File: src/rtl/apb_fifo_slave.sv
// APB responder exposing a 32-bit loopback FIFO through FSR/FWD/FRD/CTRL word registers; transfers take 2+WS cycles.
// PREADY/PRDATA are combinational (no bus pipeline); optional wait states under APB_FIFO_SLAVE_WAIT_EN.
module apb_fifo_slave #(
  parameter int DEPTH = 16,
  parameter int CW    = $clog2(DEPTH) + 1
) (
  input  logic        PCLK,
  input  logic        PRESET,
  input  logic        PSEL,
  input  logic        PENABLE,
  input  logic        PWRITE,
  input  logic [31:0] PADDR,
  input  logic [31:0] PWDATA,
  output logic [31:0] PRDATA,
  output logic        PREADY,
  output logic        not_empty
);

  localparam int AW = CW - 1;
  localparam logic [CW-1:0] PTR_ONE = CW'(1);

  typedef enum logic {IDLE, ACCESS} state_t;

  state_t        state_q, state_d;
  logic [CW-1:0] wr_ptr_q, wr_ptr_d, rd_ptr_q, rd_ptr_d, count;
  logic          ovf_q, ovf_d, udf_q, udf_d, not_empty_q;
  logic [31:0]   mem [DEPTH];
  logic          empty, full, wait_done, mem_we;
  logic [1:0]    reg_sel;
  logic [31:0]   fsr, ctrl_rd, rd_word;
  logic          unused_bits;

  assign unused_bits = ^{PADDR[31:4], PADDR[1:0], PWDATA};

`ifdef APB_FIFO_SLAVE_WAIT_EN
  logic [3:0] ws_q, ws_d, cnt_q, cnt_d;
  assign wait_done = (cnt_q == 4'd0);
  assign ctrl_rd   = {28'd0, ws_q};
`else
  assign wait_done = 1'b1;
  assign ctrl_rd   = 32'd0;
`endif

  assign reg_sel = PADDR[3:2];
  assign empty   = (wr_ptr_q == rd_ptr_q);
  assign full    = (wr_ptr_q[AW] != rd_ptr_q[AW]) && (wr_ptr_q[AW-1:0] == rd_ptr_q[AW-1:0]);
  assign count   = wr_ptr_q - rd_ptr_q;

  always_comb begin
    fsr          = '0;
    fsr[0]       = empty;
    fsr[1]       = full;
    fsr[2]       = ovf_q;
    fsr[3]       = udf_q;
    fsr[4 +: CW] = count;
  end

  always_comb begin
    rd_word = '0;
    case (reg_sel)
      2'd0:    rd_word = fsr;
      2'd2:    rd_word = empty ? 32'd0 : mem[rd_ptr_q[AW-1:0]];
      2'd3:    rd_word = ctrl_rd;
      default: rd_word = '0;
    endcase
  end

  assign PREADY    = (state_q == ACCESS) && wait_done;
  assign PRDATA    = PREADY ? rd_word : 32'd0;
  assign not_empty = not_empty_q;

  always_comb begin
    state_d  = state_q;
    wr_ptr_d = wr_ptr_q;
    rd_ptr_d = rd_ptr_q;
    ovf_d    = ovf_q;
    udf_d    = udf_q;
    mem_we   = 1'b0;
`ifdef APB_FIFO_SLAVE_WAIT_EN
    ws_d     = ws_q;
    cnt_d    = cnt_q;
`endif
    case (state_q)
      IDLE: begin
        if (PSEL && !PENABLE) begin
          state_d = ACCESS;
`ifdef APB_FIFO_SLAVE_WAIT_EN
          cnt_d   = ws_q;
`endif
        end
      end
      ACCESS: begin
        // Losing PSEL mid-transfer abandons it without any register or FIFO change.
        if (!PSEL) begin
          state_d = IDLE;
        end
`ifdef APB_FIFO_SLAVE_WAIT_EN
        else if (!wait_done) begin
          cnt_d = cnt_q - 4'd1;
        end
`endif
        else if (PENABLE) begin
          state_d = IDLE;
          case (reg_sel)
            2'd0: if (PWRITE) begin
              if (PWDATA[2]) ovf_d = 1'b0;
              if (PWDATA[3]) udf_d = 1'b0;
            end
            2'd1: if (PWRITE) begin
              if (full) begin
                ovf_d = 1'b1;
              end else begin
                mem_we   = 1'b1;
                wr_ptr_d = wr_ptr_q + PTR_ONE;
              end
            end
            2'd2: if (!PWRITE) begin
              if (empty) udf_d = 1'b1;
              else       rd_ptr_d = rd_ptr_q + PTR_ONE;
            end
            default: if (PWRITE) begin
`ifdef APB_FIFO_SLAVE_WAIT_EN
              ws_d = PWDATA[3:0];
`endif
              if (PWDATA[4]) begin
                wr_ptr_d = '0;
                rd_ptr_d = '0;
              end
            end
          endcase
        end
      end
      default: state_d = IDLE;
    endcase
  end

  always_ff @(posedge PCLK) begin
    if (!PRESET) begin
      state_q     <= IDLE;
      wr_ptr_q    <= '0;
      rd_ptr_q    <= '0;
      ovf_q       <= 1'b0;
      udf_q       <= 1'b0;
      not_empty_q <= 1'b0;
`ifdef APB_FIFO_SLAVE_WAIT_EN
      ws_q        <= 4'd0;
      cnt_q       <= 4'd0;
`endif
    end else begin
      state_q     <= state_d;
      wr_ptr_q    <= wr_ptr_d;
      rd_ptr_q    <= rd_ptr_d;
      ovf_q       <= ovf_d;
      udf_q       <= udf_d;
      not_empty_q <= !empty;
`ifdef APB_FIFO_SLAVE_WAIT_EN
      ws_q        <= ws_d;
      cnt_q       <= cnt_d;
`endif
    end
  end

  // Storage is deliberately left out of reset; the pointers alone define validity.
  always_ff @(posedge PCLK) begin
    if (mem_we && PRESET) mem[wr_ptr_q[AW-1:0]] <= PWDATA;
  end

endmodule

File: config.mk
export PLATFORM = sky130hd
export DESIGN_NAME = apb_fifo_slave
export DESIGN_NICKNAME = d
export VERILOG_FILES = /design/src/rtl/apb_fifo_slave.sv
export SDC_FILE = /design/constraint.sdc
export NUM_CORES = 1
export LEC_CHECK = 0
export CORE_UTILIZATION = 54
export CTS_CLUSTER_DIAMETER = 150
export DETAILED_ROUTE_END_ITERATION = 8
export PLACE_DENSITY = 0.76
export SYNTH_ARGS = -nofsm -noshare
export SYNTH_HDL_FRONTEND = slang
export SYNTH_SLANG_ARGS = --single-unit
File: constraint.sdc
create_clock -name PCLK -period 4.6 [get_ports PCLK]
set_input_delay 0.92 -clock PCLK [delete_from_list [all_inputs] [get_ports PCLK]]
set_output_delay 0.92 -clock PCLK [all_outputs]
set_load 0.02 [all_outputs]
---- Word level (Yosys, flattened, before mapping) ----
Memory sizes are Yosys's and may differ from the RTL's. A register that Yosys moved wholly into a read port is not among the register bits.
Index checks and enable logic that the tools add are counted.
cells by class
  add/subtract/negate cells ............... 3
  eq/ne operators ......................... 14
  mux-type cells .......................... 35
  bitwise logic cells ..................... 3
  reductions and logical operators ........ 17
operators by type and width
  cell                 count
  $mux 32              2
  $pmux 32 s2          1
  $mux 5               6
  $reduce_and 8->1     3
  $pmux 5 s2           2
  $mux 1               19
  $ne 2x2->1 const B   9
  $add 5x1->5 const B  2
  $reduce_bool 2->1    5
  $mux 4               2
  $reduce_and 7->1     1
  $pmux 1 s2           3
  $eq 5x5->1           1
  $sub 5x5->5          1
  $eq 4x4->1           1
  $reduce_or 2->1      2
  $logic_and 1x1->1    3
  $not 1->1            3
  $eq 2x1->1 const B   1
  $eq 2x2->1 const B   1
  $logic_not 1->1      2
  $logic_not 2->1      1
  $ne 1x1->1           1
word-level totals
  flip-flop bits (word level) ............. 14
  memory bits (writable) .................. 512
  bits of input ports ..................... 69
  output and inout bits ................... 34
  memories ................................ 1
memories
  name  words  width  read ports  clocked after Yosys merged registers in  wr ports  line  RTL
  mem   16     32     1           1                                        1         27    logic [31:0] mem [DEPTH];

---- Longest topological paths before layout ----
  word-level depth ........................ 11
  mapped depth ............................ 8
  depth with buffers taken out ............ 8

---- Worst setup path before layout ----
Ideal clock, no wire load.
  path type ............................... input-to-reg
  start point ............................. input port PADDR[2]
  end point ............................... memory mem[3][0] (enable)
  library setup time ...................... 0.461 ns
  data arrival time ....................... 4.011 ns
  required time ........................... 4.139 ns
  path slack .............................. 0.128 ns
  stages .................................. 5
  cells stage by stage .................... clkbuf_1 > nand3b_1 > a211oi_2 > nand2_1 > nor3_1
on the way
  word-level cells in the longest chain between the ends .. 8
RTL lines
  what                          line  RTL
  start, declared               12    input logic [31:0] PADDR,
  $eq 2x1->1                    104   case (reg_sel)
  $mux 1                        104
  $mux 1                        102   else if (PENABLE) begin
  $mux 1                        94    if (!PSEL) begin
  $mux 1                        83    case (state_q)
  $logic_and 1x1->1             165   if (mem_we && PRESET) mem[wr_ptr_q[AW-1:0]] <= PWDATA;
  $mux 1                        165
  $mux 1 (implied by the code)  165
  end, declared                 27
Every way passes these cells.

---- Worst setup path in the final report ----
  start point ............................. register wr_ptr_q[2]
  end point ............................... output port PRDATA[9]
on the way
  word-level cells in the longest chain between the ends .. 4
RTL lines
  what                    line  RTL
  start, declared         25    logic [CW-1:0] wr_ptr_q, wr_ptr_d, rd_ptr_q, rd_ptr_d, count;
  start signal, assigned  151   wr_ptr_q <= wr_ptr_d;
  $eq 5x5->1              45    assign empty = (wr_ptr_q == rd_ptr_q);
  $mux 32                 62    2'd2: rd_word = empty ? 32'd0 : mem[rd_ptr_q[AW-1:0]];
  $pmux 32 s2             60    case (reg_sel)
  $mux 32                 69    assign PRDATA = PREADY ? rd_word : 32'd0;
  end, declared           14    output logic [31:0] PRDATA,
Every way passes these cells.

==> reports/qor.yml <==
synth_cell_types: 55
ys_async_sr_fraction_pct: 0
crit_path_start_kind: "flop"
place_inst: 1515
synth_nets: 1032
finalCriticalPeriod_ns: 4.38
cp.required_ns: 3.68
ant_nets: 0
comb_power_share_pct: 1.2
drtIter0Drc: 1096
status: "finished clean"
p_leak_nw: 7.14
pwr-share-seq_pct: 54.8
internal-power_mw: 7.84
pre_cts_ws_ns: 0.450
tns_ns: 0
syn_area_per_cell_um2: 21.5
hold_class: "reg2reg"
power.share.switching_pct: 18.9
cts_buffers: 52
vias: 10254
yosys_register_bits: 530
h-tree-depth: 2
finalInstanceArea_mm2: 0.0238
skew_ns: 0.0111
finalSetupViolCount: 0
antenna_found_initial: 1
crit_type: "reg2out"
clock-sinks: 530
first_pass_iters: 5
vdd_drop_max_uv: 292
ys_seq_area_share_pct: 76.9
coreArea_mm2: 0.0370
ys.flop_type: "edfxtp_1"
yosysTopAreaCell: "edfxtp_1"
die_h_um: 197
clock_power_share_pct: 44.1
synth-edff-count: 512
ys_top_cells_by_area: "edfxtp_1 (75%), mux4_2 (14%), dfxtp_1 (1.8%)"
top_level_ports: 103
routabilityCongestion: 0.842
clk_pin_slew_ns: 0.06
grt-ovfl-total: 0
drcViolationCount: 0
holdWs_ns: 0.522
finalNonFillerCells: 1613
die_w_um: 197
start_util_pct: 55.4
placed_area_mm2: 0.0221
grt_pass1_vias: 10678
path_max_fanout: 28
die_area_mm2: 0.0387
r2r_cells: 6
clk_path_buf_depth: 3
total_power_mw: 9.66
slew_headroom_pct: 26.6
grt_pass1_wl_mm: 67.4
max_freq_mhz: 229
viasPerCell: 6.36
yosysMostFrequentCell: "edfxtp_1"
hold_violations: 0
cts_tree: "yes"
slew_viol_final: 0
endpoint_kind: "output pin"
power.density_mw_per_mm2: 406
std_cell_rows: 70
ctsHoldBuffers: 0
worstMarginPinSlew_ns: 1.10
hold_depth: 2
finalNetCount: 1145
wl_per_cell_um: 28.3
dp_hpwl_mm: 23.2
layout-drive-gt1-share_pct: 24.4
grt_setup_unrepaired: "false"
io_buffers: 72
netlist_top_cells_count: "edfxtp_1 (512), mux4_2 (126), o22ai_1 (47)"
worstPathArrival_ns: 3.46
globalRouteTotalUtil_pct: 24.4
fin_util_pct: 64.4
root_buffer: "clkbuf_16"
netlist.area_leader.share_pct: 75.1
p_sw_mw: 1.82
syn2layout_area_growth_pct: 16.3
max_cap_violations: 0
grt_start_max_net_pins: 42
synthesis.area_mm2: 0.0205
fin_crit_sh_pct: 95.1
synthCells: 952
synth_warnings: 0
clock_latency_ns: 0.58
finalWorstSetupSlack_ns: 0.224
routed_wl_mm: 45.7
==> metal layers <==
metal  global-route usage, %  vias to the layer above  part of all wire (%)
li1                        -                     4283                     -
met1                    33.2                     5383                    39
met2                    40.3                      493                    51
met3                    3.49                       95                   7.1
met4                    9.70                        0                   3.1
met5                       0                        -                     0
==> power groups by stage <==
| stage | Combinational [mW] | Sequential (mW) | Clock (mW) |
|---|---|---|---|
| 6_report | 0.115 | 5.29 | 4.26 |
| 5_1_grt | 0.124 | 5.29 | 4.48 |
| 4_1_cts | 0.114 | 5.29 | 4.30 |
| 3_5_place_dp | 0.113 | 5.39 | 0 |
| 3_3_place_gp | 0.106 | 5.39 | 0 |
| 2_1_floorplan | 0.0178 | 5.39 | 0 |
==> cell type report <==
type	instances	area, um2
Sequential cell	530	15700
Fill cell	2423	13200
Multi-Input combinational cell	363	4560
Clock buffer	67	1380
Timing Repair Buffer	108	1100
Tap cell	504	631
Clock inverter	30	330
Inverter	10	37.5
Antenna cell	1	2.50
==> layout by cell type (no fill, tap or decap), drive strengths merged, types with 4 or more instances in the layout <==
| cell type | n |
|---|---|
| mux2 | 8 |
| or4 | 4 |
| buf | 36 |
| mux2i | 12 |
| o22ai | 47 |
| nand2b | 4 |
| clkbuf | 67 |
| nor3 | 33 |
| dfxtp | 18 |
| nand2 | 16 |
| ha | 10 |
| o21ai | 6 |
| mux4 | 126 |
| clkdlybuf4s50 | 72 |
| a21oi | 11 |
| edfxtp | 512 |
| o31ai | 5 |
| bufinv | 7 |
| a211oi | 5 |
| nand4 | 6 |
| nor2b | 5 |
| nand3 | 4 |
| nor2 | 16 |
| clkinv | 18 |
| inv | 13 |
==> registers in the layout (all words and copies together), names as in the netlist, named ones only <==
signal / cells
wr_ptr_q: 5
ovf_q: 1
udf_q: 1
mem: 512
not_empty: 1
PREADY: 1
rd_ptr_q: 5
==> worst max-delay path, cell delays in order (launching register included) <==
cell and delay (ns):
dfxtp_2 0.51, ha_1 0.34, and4_1 0.32, a21o_1 0.21
buf_4 0.28, nor3_1 0.50, clkdlybuf4s50_1 0.70
==> path summary, 6_finish.rpt <==
path	from	to	slack [ns]
worst max-delay path	wr_ptr_q[2]$_SDFFE_PN0P_	PRDATA[9]	0.22
worst min-delay path	rd_ptr_q[2]$_SDFFE_PN0P_	flop	0.52
worst max register to register	wr_ptr_q[2]$_SDFFE_PN0P_	mem[3][28]$_DFFE_PP_	1.49
worst min register to register	rd_ptr_q[2]$_SDFFE_PN0P_	flop	0.52
==> what timing repair did <==
| action | CTS | global route |
|---|---|---|
| setup endpoints to repair | 0 | 4 |
| buffers inserted | 0 | 0 |
| gates resized for setup | 0 | 2 |
==> kinds of logic (layout without fill, tap and decap cells) <==
family	count (synthesis)	in the layout	share of synthesized area [%]
buffers and inverters	59	215	1.37
muxes	146	146	14.9
DFF	530	530	76.9
AOI/OAI and AO/OA	101	101	3.36
other	0	1	0
xor gates and xnor gates	4	4	0.208
adders and majority gates	11	11	0.709
and+or+nand+nor	101	101	2.57
Note: power is estimated with default switching activity, not from simulation.
